===== config.mk =====
export PLATFORM = sky130hd
export DESIGN_NAME = enc_seg_display
export DESIGN_NICKNAME = d
export VERILOG_FILES = /design/src/rtl/enc_seg_display.sv
export SDC_FILE = /design/constraint.sdc
export NUM_CORES = 1
export LEC_CHECK = 0
export ABC_AREA = 1
export CORE_MARGIN = 3
export CORE_UTILIZATION = 55
export DETAILED_ROUTE_END_ITERATION = 10
export PLACE_DENSITY = 0.77
export SLEW_MARGIN = 20
export SYNTH_ARGS = -nofsm -noshare
export SYNTH_HDL_FRONTEND = slang
export SYNTH_SLANG_ARGS = --single-unit

===== constraint.sdc =====
create_clock -name clk -period 2.6 [get_ports clk]
set_input_delay 0.52 -clock clk [delete_from_list [all_inputs] [get_ports clk]]
set_output_delay 0.52 -clock clk [all_outputs]
set_load 0.02 [all_outputs]

===== src/rtl/enc_seg_display.sv =====
// rtl/enc_seg_display.sv - encoder position byte to BCD with multiplexed 7-segment drive
//
// Purpose:
//   Converts the 8-bit encoder position to 3-digit BCD using a sequential
//   double-dabble FSM, then scans the result onto a 4-digit common-anode
//   display with leading-zero blanking.
//
// Ports:
//   clk    in   1   system clock
//   reset  in   1   asynchronous active-high reset
//   value  in   8   unsigned position 0..255
//   an     out  4   digit anodes, active-low, an[0] = rightmost digit
//   seg    out  7   segments {g,f,e,d,c,b,a}, active-low
//   dp     out  1   decimal point, active-low, always off
//   bcd    out  12  latched BCD {hundreds,tens,units}
//   busy   out  1   high while a conversion is in progress
module enc_seg_display #(
  parameter int SCAN_BITS = 16
) (
  input  logic        clk,
  input  logic        reset,
  input  logic [7:0]  value,
  output logic [3:0]  an,
  output logic [6:0]  seg,
  output logic        dp,
  output logic [11:0] bcd,
  output logic        busy
);

  typedef enum logic [1:0] {IDLE, CONV, LOAD} state_t;

  localparam logic [SCAN_BITS-1:0] SCAN_ONE = 1;

  state_t               state, state_nx;
  logic [7:0]           shown_val, shown_nx;
  logic [19:0]          sr, sr_nx;
  logic [2:0]           step, step_nx;
  logic [11:0]          bcd_nx;
  logic                 busy_nx;
  logic [SCAN_BITS-1:0] scan;
  logic [1:0]           d;
  logic [3:0]           an_nx;
  logic [6:0]           seg_nx;

  // Add-3 correction on every BCD nibble >= 5, then shift left by one.
  // sr layout: [19:16] hundreds, [15:12] tens, [11:8] units, [7:0] binary.
  function automatic logic [19:0] dabble_step(input logic [19:0] s);
    logic [19:0] t;
    t = s;
    if (t[11:8]  >= 4'd5) t[11:8]  = t[11:8]  + 4'd3;
    if (t[15:12] >= 4'd5) t[15:12] = t[15:12] + 4'd3;
    if (t[19:16] >= 4'd5) t[19:16] = t[19:16] + 4'd3;
    return {t[18:0], 1'b0};
  endfunction

  function automatic logic [6:0] seg_code(input logic [3:0] n);
    logic [6:0] c;
    case (n)
      4'd0:    c = 7'b1000000;
      4'd1:    c = 7'b1111001;
      4'd2:    c = 7'b0100100;
      4'd3:    c = 7'b0110000;
      4'd4:    c = 7'b0011001;
      4'd5:    c = 7'b0010010;
      4'd6:    c = 7'b0000010;
      4'd7:    c = 7'b1111000;
      4'd8:    c = 7'b0000000;
      4'd9:    c = 7'b0010000;
      default: c = 7'b1111111;
    endcase
    return c;
  endfunction

  always_ff @(posedge clk or posedge reset) begin
    if (reset) begin
      state     <= IDLE;
      shown_val <= 8'd0;
      sr        <= 20'd0;
      step      <= 3'd0;
      bcd       <= 12'h000;
      busy      <= 1'b0;
      scan      <= '0;
      an        <= 4'b1111;
      seg       <= 7'b1111111;
    end else begin
      state     <= state_nx;
      shown_val <= shown_nx;
      sr        <= sr_nx;
      step      <= step_nx;
      bcd       <= bcd_nx;
      busy      <= busy_nx;
      scan      <= scan + SCAN_ONE;
      an        <= an_nx;
      seg       <= seg_nx;
    end
  end

  always_comb begin
    state_nx = state;
    shown_nx = shown_val;
    sr_nx    = sr;
    step_nx  = step;
    bcd_nx   = bcd;
    busy_nx  = busy;
    case (state)
      IDLE: begin
        if (value != shown_val) begin
          sr_nx    = {12'h000, value};
          shown_nx = value;
          step_nx  = 3'd0;
          busy_nx  = 1'b1;
          state_nx = CONV;
        end
      end
      CONV: begin
        sr_nx   = dabble_step(sr);
        step_nx = step + 3'd1;
        if (step == 3'd7) state_nx = LOAD;
      end
      LOAD: begin
        bcd_nx   = sr[19:8];
        busy_nx  = 1'b0;
        state_nx = IDLE;
      end
      default: state_nx = IDLE;
    endcase
  end

  // Display reads only the latched bcd; the slot picked by the top two
  // scan bits is registered, so an/seg trail a digit change by one clock.
  assign d = scan[SCAN_BITS-1 -: 2];

  always_comb begin
    an_nx  = 4'b1111;
    seg_nx = 7'b1111111;
    case (d)
      2'd0: begin
        an_nx  = 4'b1110;
        seg_nx = seg_code(bcd[3:0]);
      end
      2'd1: begin
        if (bcd[11:8] != 4'd0 || bcd[7:4] != 4'd0) begin
          an_nx  = 4'b1101;
          seg_nx = seg_code(bcd[7:4]);
        end
      end
      2'd2: begin
        if (bcd[11:8] != 4'd0) begin
          an_nx  = 4'b1011;
          seg_nx = seg_code(bcd[11:8]);
        end
      end
      default: begin
        an_nx  = 4'b1111;
        seg_nx = 7'b1111111;
      end
    endcase
  end

  assign dp = 1'b1;

endmodule


* Word level (Yosys, flattened, before mapping)
Memories as Yosys holds them, arrays and structs flattened. Index checks and enable logic that the tools add are counted.
Word-level totals: memories 3, ROM bits 336, output and inout port bits 25, bits in registers 73, input port bits 10, word-level logic and storage cells 57
Memories:
- (no name shown) | words 16, bits a word 7, read ports 1, clocked after memory_dff 0, wr ports 0, RTL line 58 | case (n)
- (no name shown) | words 16, bits a word 7, read ports 1, clocked after memory_dff 0, wr ports 0, RTL line 58
- (no name shown) | words 16, bits a word 7, read ports 1, clocked after memory_dff 0, wr ports 0, RTL line 58
Cells by class: mux-type cells 18, equality and inequality tests 8, reduce and logical (&&, ||, !) cells 11, order comparisons 3, $add $sub $neg 5
Operators with widths (number):
- one-hot mux 20 bit (2 select lines) | 1
- one-hot mux 7 bit (3 select lines) | 1
- two-way mux 20 bit | 1
- adder 16 x 1 -> 16 bit (second input constant) | 1
- two-way mux 7 bit | 2
- >= comparator 4 x 3 -> 1 bit (second input constant) | 3
- two-way mux 3 bit | 3
- one-hot mux 3 bit (3 select lines) | 1
- adder 4 x 2 -> 4 bit (second input constant) | 2
- two-way mux 4 bit | 2
- inequality test 8 bit | 1
- AND reduction 2 bit | 4
- nonzero test 4 bit | 2
- two-way mux 2 bit | 3
- one-hot mux 3 bit (2 select lines) | 1
- == test 2 x 1 -> 1 bit (second input constant) | 2
- == test 2 bit (second input constant) | 2
- zero test 2 bit | 2
- inequality test 2 bit (second input constant) | 2
- one-hot mux 2 bit (2 select lines) | 1
- nonzero test 2 bit | 2
- adder 3 x 1 -> 3 bit (second input constant) | 1
- adder 3 x 2 -> 3 bit (second input constant) | 1
- == test 3 bit (second input constant) | 1
- 3 further kinds | 3

* Logic depth before layout (Yosys ltp)
word-level depth 4, gate-level depth with buffers 10

* Least setup slack after synthesis
OpenSTA, ideal clock, no wires.
path kind register to register, from register bcd[8], to register seg[0], slack 1148 ps, required time 2520 ps, setup time 80 ps, buffers on the path 0, arrival time 1373 ps, period minus slack after synthesis 1452 ps, stages on the path, launching flop included 11, cells stage by stage dfrtp_1 -> inv_1 -> ha_1 -> nand3_2 -> inv_1 -> nand2_2 -> nand2_2 -> inv_2 -> o21ai_1 -> o21ai_1 -> nand2_1
Between the ends: cells in the longest elaborated chain, start to end 4
RTL lines:
- from (decl) | RTL line 26 | output logic [11:0] bcd,
- from (signal assigned) | RTL line 90 | bcd <= bcd_nx;
- parallel branches: the longest is 3 deep, another holds memory (16 x 7 bit)
- one-hot mux 7 bit (3 select lines) (*) | RTL line 136 | case (d)
- via seg_nx[0] | RTL line 43 | logic [6:0] seg_nx;
- to (signal assigned) | RTL line 94 | seg <= seg_nx;
- to (decl) | RTL line 24 | output logic [6:0] seg,
Mark *: on every way through the listed nets, which the timed path passes. A chain may end at the register's enable or synchronous reset.

* Final worst setup path
from register bcd[10], to output bcd[10]
No word-level cell between the ends.

==> reports/metrics.yaml <==
status: "completed"
vias_per_cell: 5.058
die_width_um: 90.41
required_ps: 2080
antenna_left: 0
nets: 550
fin_tns_setup_ps: 0
drt-initial-drc-count: 152
cts_inserted_buffers: 9
hold_buffers: 0
cpLargestDelayFamily: "buffers and inverters"
timing.final.crit_share_pct: 77.57
routed_wl_um: 7562
layout-drive-gt1-share_pct: 9.423
ys_seq_area_share_pct: 46.30
critical_path.endpoint_type: "output port"
portBuffers: 32
cts_tree: "yes"
critPathBufInv: 1
crit_fanout: 10
synth.distinct_cells: 30
grt_pass1_vias: 3003
wl_per_cell_um: 12.28
worst_ep_arrival_time_ps: 1500
p_leak_nw: 2.209
dieHeight_um: 90.41
rsz0062_at_grt: "no"
fin_total_pwr_mw: 5.206
insertion_delay_ps: 350
numClockSinks: 72
clkTransAtPathRegs_ps: 80
crit_chain: "clkdlybuf4s50_1"
startpoint_type: "register"
avgSynthCellArea_um2: 8.198
syn_inst: 478
ys_ff_latch: 72
multi_input_area_um2: 1804
cts_resized: 0
tightest_slew_ps: 612.4
regToRegStartpoint: "sr[12]$_DFFE_PP0P_"
overflow: 0
netlist_area_um2: 3919
grt_antenna_before_repair: 0
drv_slew: 0
cts_root_buf: "clkbuf_8"
hold_class: "reg2reg"
ff_latch_area_um2: 1814
slowest_stage: "clkdlybuf4s50_1"
r2r_slack_ps: 990
regToRegEndpoint: "sr[14]$_DFFE_PP0P_"
utilization_pct: 66.41
first_pass_iters: 4
yosys_warnings: 0
finalSetupViolCount: 0
areaGrowthSynthToFinish_pct: 16.41
hp-start: "scan[0]$_DFF_PP0_"
row_count: 30
grt_pass1_wl_um: 13410
holdPathEnd: "scan[0]$_DFF_PP0_"
coreArea_um2: 6869
powerDensity_nw_per_um2: 1141
cts_setup_buffers: 0
drv_cap: 0
hold_violations: 0
clockBufferDepth: 2
slew_headroom_pct: 59.13
max_freq_mhz: 495.8
dp_hpwl_um: 5529
grt_max_degree: 39
num_vias: 3116
critPathMaxStageDelay_ps: 660
worstRegToRegCells: 8
final.min_clock_period_ps: 2017
routabilityCongestion: 0.8666
insertedDiodeCount: 0
cts-htree-levels: 3
skew_ps: 10.14
critPathKind: "reg2out"
start_util_pct: 57.05
pin_count: 35
grt_util_all_layers_pct: 20.17
whs_path_depth: 1
ir_drop_mv: 0.6641
die-area_um2: 8174
fill_cells: 562
drc: 0
[final cells by class]
type	count	area share, %
clock buffer	11	2.880
clock inverter	5	1.783
inverter	62	5.101
multi-input combinational	332	39.55
sequential	72	39.77
tap	96	2.633
timing repair buffer	38	8.283
[per-stage QoR]
stage	setup slack, ps	hold WS [ps]	std cells	area, um2
finish	583.2	458.7	616	4562
global route	526.3	478.4	616	4562
CTS	568.9	459.4	616	4562
detailed placement	459.7	448.4	600	4349
global placement	496.7	435.7	600	4349
floorplan	271.6	422.4	479	3923
[cells in the mapped netlist]
master,number,area share (%)
clkbuf_1,4,0.38
a31oi_1,1,0.16
nand2_1,117,11
a22oi_1,3,0.57
o21a_1,1,0.19
inv_2,5,0.48
xor2_1,10,2.2
buf_4,5,0.96
buf_2,3,0.38
a21oi_1,13,1.7
xnor2_1,6,1.3
a31oi_4,1,0.54
dfstp_2,10,6.7
nand3_2,2,0.51
o21ai_0,63,8.0
nor2_2,2,0.32
conb_1,1,0.096
ha_1,25,8.0
nor3_1,2,0.26
or2_2,1,0.16
dfrtp_1,62,40
o21ai_1,2,0.26
nor2_1,29,2.8
nand4_1,4,0.64
buf_1,1,0.096
inv_1,57,5.5
nand3_1,36,4.6
o211ai_1,5,0.96
nand2_2,6,0.96
nor3b_4,1,0.48
[placed cells by master (no fill, tap or decap), types with 13 or more instances in the layout]
master and count:
nor2_1 29, a21oi_1 13, o21ai_0 63, nand3_1 36, ha_1 25, inv_1 56, dfrtp_1 62, nand2_1 117
clkdlybuf4s50_1 32
[layer usage]
| metal | vias up | global-route usage [%] | part of all wire (%) |
|---|---|---|---|
| met5 | - | 0 | 0 |
| met4 | 0 | 10.33 | 2.6 |
| met2 | 55 | 32.55 | 48 |
| met1 | 1436 | 26.13 | 46 |
| met3 | 15 | 3.500 | 3.0 |
| li1 | 1610 | - | - |
[logic make-up (layout without fill, tap and decap cells)]
family                     after synthesis  count (layout)  synth area share [%]
DFF                                     72              72                 46.30
xor gates and xnor gates                16              16                 3.576
AOI/OAI and AO/OA                       89              89                 12.39
other                                    1               2               0.09569
buffers and inverters                   75             116                 7.759
and+or+nand+nor                        200             200                 21.90
adders and majority gates               25              25                 7.982
[flip-flops by register name, summed over array words and instances (netlist names)]
register,cells
busy,1
sr,20
step,3
bcd,12
scan,16
an,3
seg,7
shown_val,8
state,2
[worst register-to-register path: stages (launching register included)]
cell and delay, ps:
dfrtp_1 450, inv_1 90, ha_1 210, inv_1 80, nor2_1 60, o21ai_0 330, a21oi_1 120, o21ai_0 100
nand2_1 70
[where the power goes]
part	internal (mW)	switching, mW	total, mW
Sequential	1.55	0.351	1.90
Combinational	0.933	1.41	2.35
Clock	0.541	0.421	0.963
Total	3.02	2.19	5.21
[how the worst max path moves through the flow]
stage / start / to / slack (ps) / cells after the start
2_1_floorplan: reset / bcd[0]$_DFFE_PP0P_ / 270 / 1
3_3_place_gp: value[4] / sr[17]$_DFFE_PP0P_ / 500 / 9
3_5_place_dp: value[4] / sr[4]$_DFFE_PP0P_ / 460 / 9
4_1_cts: bcd[10]$_DFFE_PP0P_ / bcd[10] / 570 / 1
5_1_grt: bcd[10]$_DFFE_PP0P_ / bcd[10] / 530 / 1
6_report: bcd[10]$_DFFE_PP0P_ / bcd[10] / 580 / 1
No activity file was read; power rests on OpenSTA's default activity.
